`config.mk`:
```
export PLATFORM = sky130hd
export DESIGN_NAME = time_tag_sequencer
export DESIGN_NICKNAME = d
export VERILOG_FILES = /design/src/rtl/tt_pkg.sv /design/src/rtl/tt_timer.sv /design/src/rtl/time_tag_sequencer.sv
export SDC_FILE = /design/constraint.sdc
export NUM_CORES = 1
export LEC_CHECK = 0
export ABC_CLOCK_PERIOD_IN_PS = 7440
export BUFFER_PORTS_ARGS = -buffer_cell sky130_fd_sc_hd__buf_2
export CAP_MARGIN = 20
export CORE_AREA = 2 2 111 113
export DETAILED_ROUTE_END_ITERATION = 6
export DIE_AREA = 0 0 113 115
export PLACE_DENSITY_LB_ADDON = 0.3
export SYNTH_ARGS = -nofsm -noshare
export SYNTH_HDL_FRONTEND = slang
export SYNTH_SLANG_ARGS = --single-unit
```
`constraint.sdc`:
```
create_clock -name clk -period 7.44 [get_ports clk]
set_input_delay 1.86 -clock clk [delete_from_list [all_inputs] [get_ports clk]]
set_output_delay 1.86 -clock clk [all_outputs]
set_load 0.01 [all_outputs]
```
`src/rtl/tt_pkg.sv`:
```
// Shared definitions for the time-tag sequencer: tag word layout, FSM states
// and the helper that assembles one 128-bit tag word.
package tt_pkg;

  localparam int TT_W        = 128;
  localparam int MID_W       = 4;
  localparam int BLK_W       = 2;
  localparam int PER_FIELD_W = 115;

  // Field positions, MSB first: frame | single flag | module_id | blk | cmd flag | period
  localparam int FRAME_LSB   = 123;
  localparam int SINGLE_BIT  = 122;
  localparam int MID_LSB     = 118;
  localparam int BLK_LSB     = 116;
  localparam int CMD_BIT     = 115;

  localparam logic [4:0] FRAME = 5'b11111;

  typedef enum logic {
    ST_IDLE = 1'b0,
    ST_EMIT = 1'b1
  } seq_state_e;

  // Builds one tag word; single and cmd flags are always 0 for time tags.
  function automatic logic [TT_W-1:0] make_tag(
    input logic [MID_W-1:0]       mid,
    input logic [BLK_W-1:0]       blk,
    input logic [PER_FIELD_W-1:0] per
  );
    make_tag = {FRAME, 1'b0, mid, blk, 1'b0, per};
  endfunction

endpackage

```
`src/rtl/tt_timer.sv`:
```
// Free-running sub-period counter and period counter. period_done marks the
// last cycle of each period; on that cycle the counter wraps and the period
// counter advances (wrapping modulo 2**PERIOD_W).
module tt_timer
  import tt_pkg::*;
#(
  parameter int CLK_PER_TT = 114998,
  parameter int CNT_W      = 17,
  parameter int PERIOD_W   = 48
) (
  input  logic                clk,
  input  logic                rst,
  output logic [CNT_W-1:0]    counter,
  output logic [PERIOD_W-1:0] period,
  output logic                period_done
);

  logic [CNT_W-1:0]    r_counter;
  logic [PERIOD_W-1:0] r_period;
  logic                w_period_done;

  assign w_period_done = (r_counter == CNT_W'(CLK_PER_TT));

  // Advance the sub-period counter; wrap it and bump the period at the terminal count.
  always_ff @(posedge clk) begin
    if (rst) begin
      r_counter <= '0;
      r_period  <= '0;
    end else if (w_period_done) begin
      r_counter <= '0;
      r_period  <= r_period + PERIOD_W'(1);
    end else begin
      r_counter <= r_counter + CNT_W'(1);
    end
  end

  assign counter     = r_counter;
  assign period      = r_period;
  assign period_done = w_period_done;

endmodule

```
`src/rtl/time_tag_sequencer.sv`:
```
// Time-tag sequencer top: at every period boundary (and once after reset
// release) emits NUM_BLOCKS tag words over a stall-gated valid/ready
// handshake. A new trigger during a burst restarts it and counts lost tags.
module time_tag_sequencer
  import tt_pkg::*;
#(
  parameter int CLK_PER_TT = 114998,
  parameter int CNT_W      = 17,
  parameter int PERIOD_W   = 48,
  parameter int NUM_BLOCKS = 4,
  parameter int DROP_W     = 8
) (
  input  logic                clk,
  input  logic                rst,
  input  logic [3:0]          module_id,
  output logic                valid,
  input  logic                ready,
  output logic [127:0]        tt,
  input  logic                stall,
  output logic [CNT_W-1:0]    counter,
  output logic [PERIOD_W-1:0] period,
  output logic                period_done,
  output logic [DROP_W-1:0]   dropped,
  input  logic                clr_dropped
);

  localparam int SUM_W = DROP_W + 3;
  localparam logic [SUM_W-1:0] DROP_MAX = SUM_W'({DROP_W{1'b1}});

  logic [PERIOD_W-1:0] w_period;
  logic                w_period_done;
  logic                r_rst_d;
  logic                w_rst_done;
  logic                w_trigger;
  seq_state_e          r_state;
  logic [1:0]          r_blk;
  logic [PERIOD_W-1:0] r_tperiod;
  logic [PERIOD_W-1:0] w_tperiod_nxt;
  logic [DROP_W-1:0]   r_dropped;
  logic                w_valid_int;
  logic                w_valid;
  logic                w_ack;
  logic                w_last;
  logic [2:0]          w_drop_amt;
  logic [SUM_W-1:0]    w_drop_sum;
  logic [DROP_W-1:0]   w_drop_sat;

  tt_timer #(
    .CLK_PER_TT (CLK_PER_TT),
    .CNT_W      (CNT_W),
    .PERIOD_W   (PERIOD_W)
  ) u_timer (
    .clk         (clk),
    .rst         (rst),
    .counter     (counter),
    .period      (w_period),
    .period_done (w_period_done)
  );

  // Delayed copy of rst: reads 1 throughout reset, so rst_done fires exactly once after release.
  always_ff @(posedge clk) begin
    r_rst_d <= rst;
  end

  assign w_rst_done  = r_rst_d & ~rst;
  assign w_trigger   = w_period_done | w_rst_done;
  assign w_valid_int = (r_state == ST_EMIT);
  assign w_valid     = w_valid_int & ~stall;
  assign w_ack       = w_valid & ready;
  assign w_last      = (r_blk == 2'(NUM_BLOCKS - 1));

  // A burst tags the period value that is current in its first emitting cycle.
  assign w_tperiod_nxt = w_period_done ? (w_period + PERIOD_W'(1)) : w_period;

  // Tags lost on overrun: those not yet sent, excluding one accepted in the same cycle.
  always_comb begin
    w_drop_amt = 3'd0;
    if (w_valid_int) begin
      w_drop_amt = 3'(NUM_BLOCKS) - {1'b0, r_blk} - {2'b00, w_ack};
    end else begin
      w_drop_amt = 3'd0;
    end
    w_drop_sum = SUM_W'(r_dropped) + SUM_W'(w_drop_amt);
    if (w_drop_sum > DROP_MAX) begin
      w_drop_sat = '1;
    end else begin
      w_drop_sat = w_drop_sum[DROP_W-1:0];
    end
  end

  // Burst FSM: a trigger always (re)starts at block 0; acks step through the blocks.
  always_ff @(posedge clk) begin
    if (rst) begin
      r_state   <= ST_IDLE;
      r_blk     <= 2'd0;
      r_tperiod <= '0;
    end else begin
      case (r_state)
        ST_IDLE: begin
          if (w_trigger) begin
            r_state   <= ST_EMIT;
            r_blk     <= 2'd0;
            r_tperiod <= w_tperiod_nxt;
          end else begin
            r_state   <= ST_IDLE;
          end
        end
        ST_EMIT: begin
          if (w_trigger) begin
            r_state   <= ST_EMIT;
            r_blk     <= 2'd0;
            r_tperiod <= w_tperiod_nxt;
          end else if (w_ack) begin
            if (w_last) begin
              r_state <= ST_IDLE;
              r_blk   <= 2'd0;
            end else begin
              r_blk   <= r_blk + 2'd1;
            end
          end else begin
            r_state   <= ST_EMIT;
          end
        end
        default: begin
          r_state   <= ST_IDLE;
          r_blk     <= 2'd0;
          r_tperiod <= '0;
        end
      endcase
    end
  end

  // Saturating lost-tag counter; a clear beats a simultaneous overrun.
  always_ff @(posedge clk) begin
    if (rst) begin
      r_dropped <= '0;
    end else if (clr_dropped) begin
      r_dropped <= '0;
    end else if (w_trigger && w_valid_int) begin
      r_dropped <= w_drop_sat;
    end else begin
      r_dropped <= r_dropped;
    end
  end

  assign valid       = w_valid;
  assign tt          = w_valid_int ? make_tag(module_id, r_blk, PER_FIELD_W'(r_tperiod)) : '0;
  assign period      = w_period;
  assign period_done = w_period_done;
  assign dropped     = r_dropped;

endmodule
```
==> out/results.txt, run 1 <==
outcome: complete, but fails checks
violated checks: design-rule violations
depth of the CTS H-tree: 4
Final Hold Fails: 0
Clock Latency Late Sink: 0.41 ns
Antenna Nets Post-Route: 0
Post-CTS Setup Inserts: 0
Syn Inst Count: 755
DP HPWL: 10,400 um
Finished Cell Area: 7410 um2
Period minus WS final: 4.36 ns
count of different cell masters after synthesis: 49
die span in y: 115 um
maxcap violations: 0
most frequent cells after synthesis: dfxtp_1 (125), nor2_1 (106), buf_4 (74)
final hold slack: 0.470 ns
Final Net Count: 887
Reg clk slew, reported paths: 0.05 ns
Hold Path Class: reg2reg
synthesis-stage register bit count: 125
most numerous cell in the Yosys netlist: dfxtp_1
crit end category: output pin
# setup viols final: 0
Mapped Area: 6360 um2
IO buf count: 142
Via density: 5.30
total gr overflow: 0
Synth area leaders: dfxtp_1 (39%), buf_4 (8.7%), nor2_1 (6.3%)
kind of critical path: reg2out
Worst Path Required: 5.58 ns
Setup crit start kind: flip-flop
Synthesis Warnings: 0
Worst Path Max Fanout: 19
WP data arrival: 2.50 ns
clock root buffer: clkbuf_16
Post-synth EDFFs: 0
clock sinks: 125
CORE AREA: 11,800 um2
Resize count post-CTS: 0
LEAKAGE: 0.00320 uW
Worst R2R Setup Slack: 4.01 ns
deepest clock path buffer count: 2
CTS tree: built
Die W: 113 um
hold depth: 2
Routed WL: 14,800 um
relative slew slack: 35.2%
Slew Viols, Final: 0
vias in the first global route: 4,907
Std-Cell Rows: 40
gpl congestion: 0.843
worst slew pin tran: 0.948 ns
Achievable Freq: 229 MHz
Async SR Flop Fraction: 0%
reg2reg path depth: 7
Seq/Total Area, Yosys: 39.4%
layout cells sized above 1: 21.0%
DRT Pass-1 Iters: 7
Worst Hold Path EP: r_tperiod[2]
TritonCTS buffer count: 17
Primary FF master, synth: dfxtp_1
VDD IR-drop max: 0.122 mV
RR Startpoint: u_timer.counter[0]
share of the synthesized area in the top cell type: 39.4%
r2r endpoint: r_tperiod[44]
# DRC: 19
die area: 13,000 um2
initial DRC count: 338
initial core utilization: 53.8%
hold_buf cts: 0
global-route wire length before repair: 23,700 um
min-delay src: r_tperiod[2]
initial antenna violation count: 0
setup_tns: 0 ns
largest net degree at the start of global routing: 54
via count: 5,449
RSZ-0062 raised after global routing: no
Yosys top cell by area: dfxtp_1
ANT cells: 0
period utilization: 58.6%
Layout area overhead: 16.6%
Avg Synthesized Cell Area: 8.42 um2
# IOs: 212
Post-Place Cell Area: 6800 um2
All-Layer GR Usage: 22.8%
PD cells: 214 nW/um2
DR WL/cell: 14.4 um
Clock Skews: 0.00748 ns
## state kept, by name (all words and copies together) (netlist names)
signal and cells:
dropped 8, r_blk 2, r_rst_d 1, r_state 1, r_tperiod 48, u_timer.counter 17, u_timer.period 48
## area by class of cell
class	instances	area [um2]
multi-input cells	564	3320
well taps	147	184
inverters	13	48.8
repair buffers	147	768
flip-flops and latches	125	2500
fillers	1073	4400
clock buffers	27	533
clock inverters	5	52.6
## power by group
group	switching, uW	internal [uW]	total (uW)
Sequential	9.21	685	694
Clock	283	520	803
Combinational	59.9	26.4	86.3
Total	352	1230	1580
## placed cells by master, fill, tap and decap left out, types with 3 or more instances in the layout
cell       count
xor2_1        15
o21ai_0       11
nand4bb_1      3
nor2_1       106
o31ai_1        5
a211oi_1      31
xnor2_1       33
nand4_1       23
ha_1           9
inv_1         13
clkbuf_1       3
nand2_1       30
nor3_1        15
or3_1          8
or4_4          4
conb_1        69
buf_4          4
a311oi_1      14
nand3_1       24
and3_1         9
and2_1        58
clkinv_2       3
and4_1         7
clkbuf_8       7
a21oi_1       24
nand3b_1       3
clkbuf_16     17
nor4_1        19
a31oi_1        8
buf_2        142
dfxtp_1      125
mux2i_1        4
or4_1          8
o21bai_1       4
## kinds of logic after synthesis
logic type | share of synthesized area, %
simple gates | 27.4
buf+inv | 12.4
flops | 39.4
compound gates | 11.4
xor+xnor | 6.61
fa+ha+maj | 2.09
mux | 0.630
other cells | 0.0590
## metrics by stage
stage / setup slack, ns / utilization, % / std cells / power, uW
after global routing: 2.91 / 62.7 / 1028 / 1640
after floorplan: 3.02 / - / 823 / 799
after global placement: 2.87 / 57.6 / 995 / 791
final: 3.08 / 62.7 / 1028 / 1580
after detailed placement: 2.81 / 57.6 / 995 / 792
after CTS: 3.06 / 62.5 / 1027 / 1590
## worst max path at each step
| stage | start | slack (ns) | depth (start not counted) | end |
|---|---|---|---|---|
| finish | u_timer.counter[0] | 3.08 | 6 | period_done |
| global route | stall | 2.91 | 12 | dropped[7] |
| CTS | u_timer.counter[1] | 3.06 | 5 | period_done |
| detailed placement | stall | 2.81 | 12 | dropped[5] |
| global placement | stall | 2.87 | 12 | dropped[5] |
| floorplan | stall | 3.02 | 11 | dropped[5] |
## per-layer routing
metal	share of wire, %	global-route usage, %
met1	44	28.5
met2	47	37.4
met3	6.7	5.85
met4	2.3	9.84
met5	0	0
## worst max-delay path, cell delays in order, from the launching register on
cell	delay [ns]
dfxtp_1	0.35
inv_1	0.07
ha_1	0.13
or4b_4	0.48
or4_4	0.69
inv_1	0.20
buf_2	0.16
Power figures use the tool's default switching activity.
==> run 2, diff against run 1 <==
- ABC_CLOCK_PERIOD_IN_PS: 7440 -> 4080
- CORE_AREA: 2 2 111 113 -> 2 2 115 117
- DIE_AREA: 0 0 113 115 -> 0 0 117 119
- clock period: 7.44 -> 4.08 ns (I/O delays scaled with it)
==> run 2 against run 1 <==
The flow now finishes without violations. Flip-flop and latch count stayed put. Combinational power increased by 83%. Count of clock-buffer cells in the layout up 1. Highest routed layer unchanged. Via count down 0.55%. Worst hold slack got worse by 0.0096 ns. Die area is 7.1% higher. Total power grew 75%.
==> out/results.txt, run 2 (synthesis gave the netlist of run 1 again) <==
outcome: finished, final reports clean
Post-Place Cell Area: 6860 um2
hold depth: 2
Setup crit start kind: flip-flop
# setup viols final: 0
Die W: 117 um
via count: 5,419
clock sinks: 125
CORE AREA: 12,900 um2
Worst R2R Setup Slack: 0.67 ns
Final Net Count: 889
FF+latch area: 2500 um2
die span in y: 119 um
largest net degree at the start of global routing: 103
kind of critical path: reg2out
LEAKAGE: 0.00317 uW
Most Frequent Cell on Critical Path: inv_1
initial core utilization: 49.4%
period utilization: 87.1%
hold_buf cts: 0
Slew Viols, Final: 0
Antenna Nets Post-Route: 0
deepest clock path buffer count: 2
setup_tns: 0 ns
Final Hold Fails: 0
Clock Latency Late Sink: 0.41 ns
Hold Path Class: reg2reg
layout cells sized above 1: 20.6%
Worst Path Max Fanout: 19
Worst Path Required: 3.06 ns
relative slew slack: 30.1%
maxcap violations: 0
ANT cells: 0
RSZ-0062 raised after global routing: no
crit end category: output pin
IO buf count: 142
commonest non-fill, non-tap cells in the layout: buf_2 (142), dfxtp_1 (125), nor2_1 (106), conb_1 (69), and2_1 (58)
critical-path cell list: inv_1 > ha_1 > or4b_4 > or4_4 > inv_1 > buf_2
Via density: 5.13
All-Layer GR Usage: 21.6%
depth of the CTS H-tree: 4
global-route wire length before repair: 23,800 um
Period minus WS final: 3.55 ns
RR Startpoint: u_timer.counter[0]
Clock Skews: 0.00622 ns
PD cells: 375 nW/um2
Std-Cell Rows: 42
fillers: 1,187
DP HPWL: 10,600 um
# DRC: 0
Finished Cell Area: 7380 um2
commonest non-fill, non-tap cell in the layout: buf_2
initial DRC count: 394
Routed WL: 15,100 um
slowest CP cell: or4_4
VDD IR-drop max: 0.266 mV
Achievable Freq: 281 MHz
total gr overflow: 0
Resize count post-CTS: 0
gpl congestion: 0.862
Post-CTS Setup Inserts: 0
Worst Hold Path EP: r_tperiod[2]
Max stage delay on crit path: 0.69 ns
vias in the first global route: 4,771
Reg clk slew, reported paths: 0.05 ns
multi-input logic area: 3320 um2
TritonCTS buffer count: 17
min-delay src: r_tperiod[2]
Layout area overhead: 16.1%
worst slew pin tran: 1.05 ns
initial antenna violation count: 0
reg2reg path depth: 7
r2r endpoint: r_tperiod[44]
WP data arrival: 2.53 ns
# IOs: 212
die area: 13,900 um2
DRT Pass-1 Iters: 5
clock root buffer: clkbuf_16
DR WL/cell: 14.3 um
CTS tree: built
run 2: cell count changes in the layout (fill, tap and decap cells not counted):
cell	change
clkbuf_8	-2
clkinvlp_4	-1
bufinv_16	-1
clkbuf_1	+3
buf_16	-1
clkinv_2	-2
buf_4	+3
run 2: worst max-delay path by stage:
stage          slack [ns]  depth (start not counted)               start     endpoint
2_1_floorplan        0.50                         11               stall   dropped[5]
3_3_place_gp         0.64                         13               stall   dropped[5]
3_5_place_dp         0.55                         13               stall   dropped[5]
4_1_cts              0.51                          6  u_timer.counter[0]  period_done
5_1_grt              0.40                          6  u_timer.counter[0]  period_done
6_report             0.53                          6  u_timer.counter[0]  period_done
run 2: worst max-delay path, delay by kind of cell, from the launching register on:
kind / cells / cell delay, ns
buf+inv: 3 / 0.45
simple gates: 2 / 1.17
fa+ha+maj: 1 / 0.15
flops: 1 / 0.35
run 2: report_power, final:
group	internal (uW)	switching [uW]	leakage [uW]
combinational	47.1	111	0.00189
sequential	1250	16.2	0.00102
clock	846	498	0.000256
total	2140	626	0.00317
run 2: cell type report:
| class | instances | share of cell area (%) |
|---|---|---|
| Clock buffer | 28 | 7.00 |
| Timing Repair Buffer | 149 | 10.3 |
| Inverter | 13 | 0.661 |
| Sequential cell | 125 | 33.9 |
| Clock inverter | 1 | 0.0678 |
| Tap cell | 176 | 2.98 |
| Multi-Input combinational cell | 564 | 45.0 |
run 2: stage by stage:
| stage | power (uW) | instances | worst slack [ns] | hold WS, ns | utilization [%] |
|---|---|---|---|---|---|
| after CTS | 2790 | 1056 | 0.513 | 0.458 | 57.3 |
| after detailed placement | 1450 | 1027 | 0.553 | 0.449 | 53.3 |
| final | 2770 | 1056 | 0.526 | 0.460 | 57.3 |
| after floorplan | 1460 | 823 | 0.503 | 0.427 | - |
| after global placement | 1450 | 1027 | 0.645 | 0.449 | 53.3 |
| after global routing | 2870 | 1056 | 0.403 | 0.476 | 57.3 |
run 2: routing by layer:
metal / up-vias / track usage [%] / share of wire (%)
met1: 2493 / 29.0 / 46
li1: 2720 / - / -
met4: 0 / 8.97 / 2.4
met3: 25 / 5.24 / 5.8
met5: - / 0 / 0
met2: 181 / 33.1 / 46
